[src/rtl/unum4_denorm_pkg.sv]
// Shared FSM encoding and helpers for the unum4 denormaliser.
package unum4_denorm_pkg;

  localparam int UNUM4_DENORM_STATE_W = 2;

  typedef enum logic [UNUM4_DENORM_STATE_W-1:0] {
    UNUM4_DENORM_IDLE  = 2'd0,
    UNUM4_DENORM_SHIFT = 2'd1,
    UNUM4_DENORM_DONE  = 2'd2
  } unum4_denorm_state_e;

  function automatic int unsigned min_u(input int unsigned a, input int unsigned b);
    return (a < b) ? a : b;
  endfunction

endpackage

[src/rtl/unum4_sra_step.sv]
// One combinational arithmetic right-shift step of at most STEP bits,
// plus the OR of every bit that falls off the bottom.
module unum4_sra_step
  import unum4_denorm_pkg::*;
#(
  parameter int DW   = 29,
  parameter int STEP = 4,
  localparam int KW  = $clog2(STEP + 1)
) (
  input  logic [DW-1:0] data_i,
  input  logic [KW-1:0] k_i,
  output logic [DW-1:0] data_o,
  output logic          lost_o
);

  assign data_o = $signed(data_i) >>> k_i;

  // NOTE: every signal written in always_comb gets a default first, so no latch is inferred.
  always_comb begin
    lost_o = 1'b0;
    for (int i = 0; i < DW; i++) begin
      if (i < int'(k_i)) lost_o = lost_o | data_i[i];
    end
  end

endmodule

[src/rtl/unum4_denorm.sv]
// Iterative sign-filling right shifter for exponent alignment in unum4.
// Define UNUM4_DENORM_STICKY_EN to build the sticky accumulator; otherwise sticky is tied low.
module unum4_denorm
  import unum4_denorm_pkg::*;
#(
  parameter int MAN_MAX_W = 29,
  parameter int EXP_MAX_W = 16,
  parameter int EXTRA     = 0,
  parameter int STEP      = 4,
  localparam int DW       = MAN_MAX_W + EXTRA
) (
  input  logic                 clk,
  input  logic                 rst_n,
  input  logic                 in_valid,
  output logic                 in_ready,
  input  logic [DW-1:0]        data_in,
  input  logic [EXP_MAX_W-1:0] shift,
  output logic                 out_valid,
  input  logic                 out_ready,
  output logic [DW-1:0]        data_out,
  output logic                 sticky
);

  localparam int RW = $clog2(DW + 1);
  localparam int KW = $clog2(STEP + 1);

  unum4_denorm_state_e state_q, state_d;
  logic [RW-1:0]       rem_q, rem_d;
  logic [DW-1:0]       data_q, data_d;
  logic [KW-1:0]       k;
  logic [DW-1:0]       step_data;
  logic                step_lost;
  logic                accept;

  assign accept    = in_valid && (state_q == UNUM4_DENORM_IDLE);
  assign in_ready  = (state_q == UNUM4_DENORM_IDLE);
  assign out_valid = (state_q == UNUM4_DENORM_DONE);
  assign data_out  = data_q;
  assign k         = (rem_q > RW'(STEP)) ? KW'(STEP) : KW'(rem_q);

  unum4_sra_step #(.DW(DW), .STEP(STEP)) u_step (
    .data_i (data_q),
    .k_i    (k),
    .data_o (step_data),
    .lost_o (step_lost)
  );

  always_comb begin
    state_d = state_q;
    rem_d   = rem_q;
    data_d  = data_q;
    unique case (state_q)
      UNUM4_DENORM_IDLE: begin
        if (accept) begin
          data_d  = data_in;
          rem_d   = RW'(min_u(32'(shift), DW));
          state_d = (shift == '0) ? UNUM4_DENORM_DONE : UNUM4_DENORM_SHIFT;
        end
      end
      UNUM4_DENORM_SHIFT: begin
        data_d = step_data;
        rem_d  = rem_q - RW'(k);
        if (rem_d == '0) state_d = UNUM4_DENORM_DONE;
      end
      UNUM4_DENORM_DONE: begin
        if (out_ready) state_d = UNUM4_DENORM_IDLE;
      end
      default: state_d = UNUM4_DENORM_IDLE;
    endcase
  end

  // NOTE: sequential state uses non-blocking assignments so every register samples pre-edge values.
  always_ff @(posedge clk or negedge rst_n) begin
    if (!rst_n) begin
      state_q <= UNUM4_DENORM_IDLE;
      rem_q   <= '0;
      data_q  <= '0;
    end else begin
      state_q <= state_d;
      rem_q   <= rem_d;
      data_q  <= data_d;
    end
  end

`ifdef UNUM4_DENORM_STICKY_EN
  logic sticky_q, sticky_d;

  always_comb begin
    sticky_d = sticky_q;
    if (accept) sticky_d = 1'b0;
    else if (state_q == UNUM4_DENORM_SHIFT) sticky_d = sticky_q | step_lost;
  end

  always_ff @(posedge clk or negedge rst_n) begin
    if (!rst_n) sticky_q <= 1'b0;
    else        sticky_q <= sticky_d;
  end

  assign sticky = sticky_q;
`else
  logic unused_lost;
  assign unused_lost = step_lost;
  assign sticky      = 1'b0;
`endif

endmodule

[config.mk]
export PLATFORM = sky130hd
export DESIGN_NAME = unum4_denorm
export DESIGN_NICKNAME = d
export VERILOG_FILES = /design/src/rtl/unum4_denorm_pkg.sv /design/src/rtl/unum4_sra_step.sv /design/src/rtl/unum4_denorm.sv
export SDC_FILE = /design/constraint.sdc
export NUM_CORES = 1
export LEC_CHECK = 0
export ABC_AREA = 1
export CAP_MARGIN = 20
export CORE_ASPECT_RATIO = 1.5
export CORE_MARGIN = 5
export CORE_UTILIZATION = 45
export CTS_BUF_LIST = sky130_fd_sc_hd__clkbuf_8
export CTS_CLUSTER_DIAMETER = 150
export DETAILED_ROUTE_END_ITERATION = 7
export PLACE_DENSITY = 0.9
export SLEW_MARGIN = 30
export SYNTH_ARGS = -nofsm -noshare
export SYNTH_HDL_FRONTEND = slang
export SYNTH_SLANG_ARGS = --single-unit
[constraint.sdc]
create_clock -name clk -period 1.76 [get_ports clk]
set_clock_uncertainty 0.1 [all_clocks]
set_input_delay 0.264 -clock clk [delete_from_list [all_inputs] [get_ports clk]]
set_output_delay 0.264 -clock clk [all_outputs]
set_load 0.005 [all_outputs]
==> impl_metrics.py, run 1 <==
metrics = {
    "floorplan": {
        "start_util_pct": 46.1,
        "fp.coreArea_sq_um": 6090,
        "die_area_sq_um": 7940,
        "ios": 81,
        "num_rows": 35,
        "die_w_um": 74.5,
        "die-height_um": 107,
    },
    "routing": {
        "avgViaCountPerCell": 5.70,
        "drc": 0,
        "via_count": 3485,
        "routed_wl_um": 9630,
        "first_pass_iters": 6,
        "ant_nets": 0,
        "route.detailed.wl_per_inst_um": 15.8,
        "drt_iter0_markers": 453,
    },
    "sta": {
        "finalSetupViolCount": 8,
        "hold_violations": 0,
        "period_needed_ns": 1.84,
        "finalHoldWorstSlack_ns": 0.286,
        "tns_ns": -0.235,
        "maxSlewViolCount": 0,
        "finalCritPeriodShare_pct": 104,
        "maxClockFrequency_mhz": 544,
        "rsz0062_at_grt": "yes",
        "worst_slack_ns": -0.0771,
    },
    "global_routing": {
        "use_met2_pct": 41.0,
        "grt_use_total_pct": 22.6,
        "grt_pass1_wl_um": 14300,
        "use_met1_pct": 24.7,
        "antenna_found_initial": 0,
        "grt_max_degree": 37,
        "busiest_layer": "met2",
        "grt.met3_usage_pct": 4.22,
        "gr-total-overflow": 0,
        "grt_pass1_vias": 3209,
    },
    "clock_network": {
        "cts_buffers": 5,
        "tritoncts": "done",
        "clockBufferDepth": 2,
        "htreeDepth": 2,
        "clk_pin_slew_ns": 0.08,
        "clkLatencyLatePin_ns": 0.30,
        "ctsHoldBuffers": 0,
        "cts_root_buf": "clkbuf_8",
        "clock-sinks": 36,
    },
    "synthesis": {
        "avgSynthCellArea_sq_um": 6.48,
        "yosysWarnings": 0,
        "syn_area_sq_um": 2800,
        "synthCells": 433,
        "ys_ff_latch": 36,
        "seq_area_frac_synth_pct": 32.1,
        "synth_nets": 483,
        "ys_types": 30,
    },
    "setup_path": {
        "regToRegSetupSlack_ns": -0.08,
        "crit_family": "simple AND/OR/NAND/NOR gates",
        "slowest_delay_ns": 0.42,
        "path_buf_inv": 2,
        "crit_chain": "nor2_4, nand2_8, buf_12, nor2_8, buf_12, nand2_1, o21ai_2, nand2_1, nand3_1, o211ai_1",
        "worstPathRequired_ns": 1.82,
        "critPathLaunchType": "flip-flop",
        "arrival_ns": 1.89,
        "crit_slowest_cell": "dfrtp_1",
        "worst_setup_path_end_kind": "flip-flop",
        "cp_max_fo": 8,
        "crit_type": "reg -> reg",
    },
    "flow_run": {
        "maxCapViolCount": 0,
    },
    "placed_design": {
        "dp_cells": 595,
        "dpl.hpwl_um": 6690,
        "gp_congestion": 0.962,
        "post_dp_cell_area_sq_um": 3840,
        "place_ws_ns": -0.0327,
        "io_buffers": 79,
    },
    "final_layout": {
        "layout_common_cells": "129 x nand2_1, 77 x clkdlybuf4s50_1, 48 x nand3_1, 42 x inv_1, 36 x dfrtp_1",
        "nets": 587,
        "stdcell_count": 611,
        "multi_input_area_sq_um": 1710,
        "fin_area_sq_um": 4150,
        "antennaDiodeCount": 0,
        "area_growth_pct": 48.1,
        "fillers": 473,
        "drive_gt1_share_pct": 17.1,
        "post-route-util_pct": 68.2,
        "final_common_cell": "nand2_1",
        "regArea_sq_um": 901,
    },
    "power": {
        "p_leak_nw": 1.87,
        "cellPowerDensity_nw_per_um2": 1750,
        "ir_drop_uv": 1000,
        "finalPower_mw": 7.26,
    },
    "status": {
        "status": "finished, violations left",
        "violations": "negative setup slack",
    },
    "hold_path": {
        "hold_class": "in -> async",
    },
}
synth_stat cells:
library cell,number,area [sq um]
o21ai_1,4,20.0
nand2_8,1,20.0
conb_1,2,7.51
buf_1,1,3.75
nand3_1,50,250
mux2_2,1,11.3
inv_2,3,11.3
nand2_2,3,18.8
buf_4,7,52.6
buf_6,2,22.5
nand2_1,139,522
o21ai_0,18,90.1
nor2_4,4,45.0
buf_2,8,40.0
nand4_1,1,6.26
a21boi_1,5,37.5
dfrtp_1,36,901
a31oi_1,2,12.5
clkbuf_1,3,11.3
o22ai_1,4,25.0
ha_1,1,12.5
a21boi_0,3,22.5
and2_0,1,6.26
nor3_1,3,15.0
nor2_8,1,20.0
nor2_1,28,105
inv_1,44,165
o211ai_1,23,173
a21oi_1,34,170
nor2_2,1,6.26
state kept, by name, summed over array words and instances (netlist names):
signal / cells
data_out: 29
rem_q: 5
state_q: 2
repair_timing:
item	4_1_cts	5_1_grt
gates resized for setup	5	48
buffers inserted	4	3
pin swaps	2	18
setup endpoints to repair	6	32
gates cloned	0	2
cell type report:
cell class	count	area share [%]
Clock inverter	2	0.211
Tap cell	74	2.23
Timing Repair Buffer	118	28.8
Multi-Input combinational cell	329	41.1
Clock buffer	5	1.66
Sequential cell	36	21.7
Inverter	47	4.25
power breakdown:
part | switching (mW) | total, mW | internal, mW
logic | 2.70 | 5.00 | 2.30
clock network | 0.308 | 0.572 | 0.264
registers | 0.432 | 1.70 | 1.26
total | 3.44 | 7.26 | 3.83
routing by layer:
| metal | share of wire, % | up-vias |
|---|---|---|
| met2 | 52 | 232 |
| met1 | 34 | 1574 |
| met3 | 8.9 | 49 |
| met4 | 5.2 | 0 |
| li1 | - | 1630 |
| met5 | 0 | - |
worst paths after layout:
kind / depth (start not counted) / endpoint / start
worst min register to register: 2 / data_out[0] / data_out[0]
max in group asynchronous: 2 / data_out[0] / rst_n
min in group clk: 3 / data_out[5] / data_in[5]
worst max register to register: 10 / data_out[14] / rem_q[3]
worst min-delay path: 2 / data_out[16] / rst_n
worst max-delay path: 10 / data_out[14] / rem_q[3]
kinds of logic after synthesis:
| group | count (synthesis) | synth area share (%) |
|---|---|---|
| flip-flops | 36 | 32.1 |
| AND/OR/NAND/NOR | 232 | 36.2 |
| buffers and inverters | 68 | 10.9 |
| other | 2 | 0.268 |
| multiplexers | 1 | 0.402 |
| adder cells (fa/ha/maj) | 1 | 0.446 |
| AO/OA/AOI/OAI | 93 | 19.6 |
worst register-to-register path: stages (launching register included):
cell and delay [ns]:
dfrtp_1 0.42, nor2_4 0.19, nand2_8 0.07, buf_12 0.14, nor2_8 0.16, buf_12 0.14
nand2_1 0.08, o21ai_2 0.09, nand2_1 0.08, nand3_1 0.10, o211ai_1 0.13
No activity file was read; power rests on OpenSTA's default activity.
==> run 2, diff against run 1 <==
--- a/config.mk
+++ b/config.mk
@@ -6,14 +6,15 @@
 export NUM_CORES = 1
 export LEC_CHECK = 0
 export ABC_AREA = 1
-export CAP_MARGIN = 20
-export CORE_ASPECT_RATIO = 1.5
+export CELL_PAD_IN_SITES_DETAIL_PLACEMENT = 0
+export CELL_PAD_IN_SITES_GLOBAL_PLACEMENT = 1
+export CORE_ASPECT_RATIO = 0.5
 export CORE_MARGIN = 5
-export CORE_UTILIZATION = 45
+export CORE_UTILIZATION = 31
 export CTS_BUF_LIST = sky130_fd_sc_hd__clkbuf_8
 export CTS_CLUSTER_DIAMETER = 150
 export DETAILED_ROUTE_END_ITERATION = 7
-export PLACE_DENSITY = 0.9
+export PLACE_DENSITY = 0.91
 export SLEW_MARGIN = 30
 export SYNTH_ARGS = -nofsm -noshare
 export SYNTH_HDL_FRONTEND = slang
==> run 2 against run 1 <==
  * Final cell count up 6.9%
  * Critical endpoint is now data_out[0]
  * Sequential cell count unchanged
  * The run still ends with negative setup slack left
  * Combinational power grew 6.0%
  * Register-to-register slack got worse by 0.03 ns
  * Worst setup slack got worse by 0.025 ns
  * Maximum frequency shrank 1.4%
  * Sequential power about the same
  * Worst hold slack lost 0.039 ns
  * Final area grew 8.9%
  * Die area rose by 41%
  * Clock power grew 2%
  * Highest routed layer unchanged
  * Core utilization decreased by 17 points
==> impl_metrics.py, run 2 (synthesized netlist as in run 1, its figures left out) <==
metrics = {
    "clock_network": {
        "htreeDepth": 2,
        "clockBufferDepth": 2,
        "clkLatencyLatePin_ns": 0.29,
        "cts_buffers": 5,
        "clock-sinks": 36,
        "clk_pin_slew_ns": 0.08,
        "tritoncts": "done",
        "ctsHoldBuffers": 0,
        "cts_root_buf": "clkbuf_8",
    },
    "final_layout": {
        "fillers": 829,
        "antennaDiodeCount": 0,
        "largest_register_ffs": 29,
        "nets": 586,
        "post-route-util_pct": 51.6,
        "final_common_cell": "nand2_1",
        "drive_gt1_share_pct": 25.7,
        "stdcell_count": 653,
        "fin_area_sq_um": 4520,
        "layout_common_cells": "112 x nand2_1, 77 x clkdlybuf4s50_1, 41 x inv_1, 34 x dfrtp_1, 31 x a21oi_1",
        "area_growth_pct": 61.3,
    },
    "placed_design": {
        "post_dp_cell_area_sq_um": 3900,
        "dp_cells": 633,
        "io_buffers": 79,
        "gp_congestion": 0.840,
        "dpl.hpwl_um": 6530,
        "place_ws_ns": -0.0119,
    },
    "setup_path": {
        "cp_max_fo": 4,
        "worst_setup_path_end_kind": "flip-flop",
        "crit_start": "rem_q[3]",
        "crit_type": "reg -> reg",
        "worstPathRequired_ns": 1.84,
        "arrival_ns": 1.94,
        "critPathLaunchType": "flip-flop",
        "r2r-start": "rem_q[3]",
    },
    "floorplan": {
        "die_area_sq_um": 11200,
        "fp.coreArea_sq_um": 8770,
        "start_util_pct": 32.0,
        "die_w_um": 145,
        "ios": 81,
        "num_rows": 24,
        "die-height_um": 77.3,
    },
    "routing": {
        "ant_nets": 0,
        "first_pass_iters": 4,
        "via_count": 3286,
        "drc": 0,
        "drt_iter0_markers": 241,
        "routed_wl_um": 9540,
        "route.detailed.wl_per_inst_um": 14.6,
        "avgViaCountPerCell": 5.03,
    },
    "status": {
        "violations": "negative setup slack",
        "status": "finished, violations left",
    },
    "power": {
        "combPwrFrac_pct": 69.7,
        "ir_drop_uv": 631,
        "seqPwrFrac_pct": 22.7,
        "switching_power_mw": 3.58,
        "cellPowerDensity_nw_per_um2": 1680,
        "swShare_pct": 47.1,
        "p_leak_nw": 2.02,
        "p_int_mw": 4.02,
        "power.share.clock_pct": 7.6,
    },
    "global_routing": {
        "antenna_found_initial": 0,
        "gr-total-overflow": 0,
        "grt_max_degree": 37,
        "grt_use_total_pct": 16.1,
        "grt_pass1_wl_um": 14900,
        "grt_pass1_vias": 3095,
    },
    "sta": {
        "maxClockFrequency_mhz": 537,
        "worst_slack_ns": -0.102,
        "maxSlewViolCount": 0,
        "rsz0062_at_grt": "yes",
        "finalSetupViolCount": 26,
        "finalCritPeriodShare_pct": 106,
        "hold_violations": 0,
        "period_needed_ns": 1.86,
        "tns_ns": -0.874,
    },
    "hold_path": {
        "hold_class": "in -> async",
    },
    "flow_run": {
        "maxCapViolCount": 0,
    },
}
==> run 2: cell count changes in the layout (fill, tap and decap cells not counted), moves of 4 or more <==
cell and delta:
nand3_1 -22, nand3_2 +22, nand2_1 -17, nand2_4 +11, nand2_2 +6, o21ai_2 +6
buf_4 -5, o21ai_0 -5, nor2_2 -4
==> run 2: layer usage <==
| layer | track usage [%] | part of all wire (%) | vias to the layer above | wire length [um] |
|---|---|---|---|---|
| li1 | - | - | 1634 | - |
| met1 | 21.8 | 45 | 1562 | 4290 |
| met2 | 26.3 | 49 | 84 | 4680 |
| met3 | 3.23 | 5.3 | 6 | 504 |
| met4 | 3.82 | 0.78 | 0 | 74 |
| met5 | 0 | 0 | - | 0 |
==> run 2: power by group through the flow <==
stage / combinational [mW] / sequential (mW) / clock (mW)
CTS: 4.43 / 1.66 / 0.600
detailed placement: 4.38 / 1.67 / 0
global route: 5.83 / 1.80 / 0.628
global placement: 4.33 / 1.67 / 0
floorplan: 2.54 / 1.64 / 0
finish: 5.30 / 1.73 / 0.581
==> run 2: what timing repair did <==
action                                  4_1_cts  5_1_grt
endpoints found under the setup margin       12       31
hold endpoints to repair                      0        0
resized for setup                             6      112
pin swaps                                     1       34
buffers inserted                              2        7
gates cloned                                  0        4
==> run 2: through the flow <==
step                hold WS, ns  total power [mW]
floorplan                -0.132              4.17
global placement          0.423              6.01
detailed placement        0.441              6.04
CTS                       0.248              6.69
global route              0.259              8.25
finish                    0.248              7.60
==> run 2: layout make-up <==
class,count,area (sq um),area share (%)
clock buffers,5,68.8,1.52
clock inverters,2,8.76,0.194
inverters,47,176,3.90
multi-input cells,329,1940,43.0
flip-flops and latches,36,903,20.0
well taps,117,146,3.24
repair buffers,117,1270,28.2
==> run 2: final timing paths <==
check | cells past startpoint | slack, ns | endpoint
hold reg to reg | 2 | 0.45 | data_out[5]
setup reg to reg | 10 | -0.10 | data_out[0]
setup / recovery | 10 | -0.10 | data_out[0]
min in group clk | 3 | 0.44 | data_out[7]
max in group asynchronous | 2 | 1.11 | state_q[0]
hold / removal | 2 | 0.25 | data_out[6]
==> run 2: critical path: stages, from the launching register on <==
cell     delay, ns
dfrtp_1       0.43
nor2_4        0.19
nand2_8       0.08
buf_16        0.14
buf_12        0.12
nor2_4        0.14
inv_2         0.08
o21ai_2       0.16
inv_1         0.10
nor2_1        0.16
a21oi_2       0.04
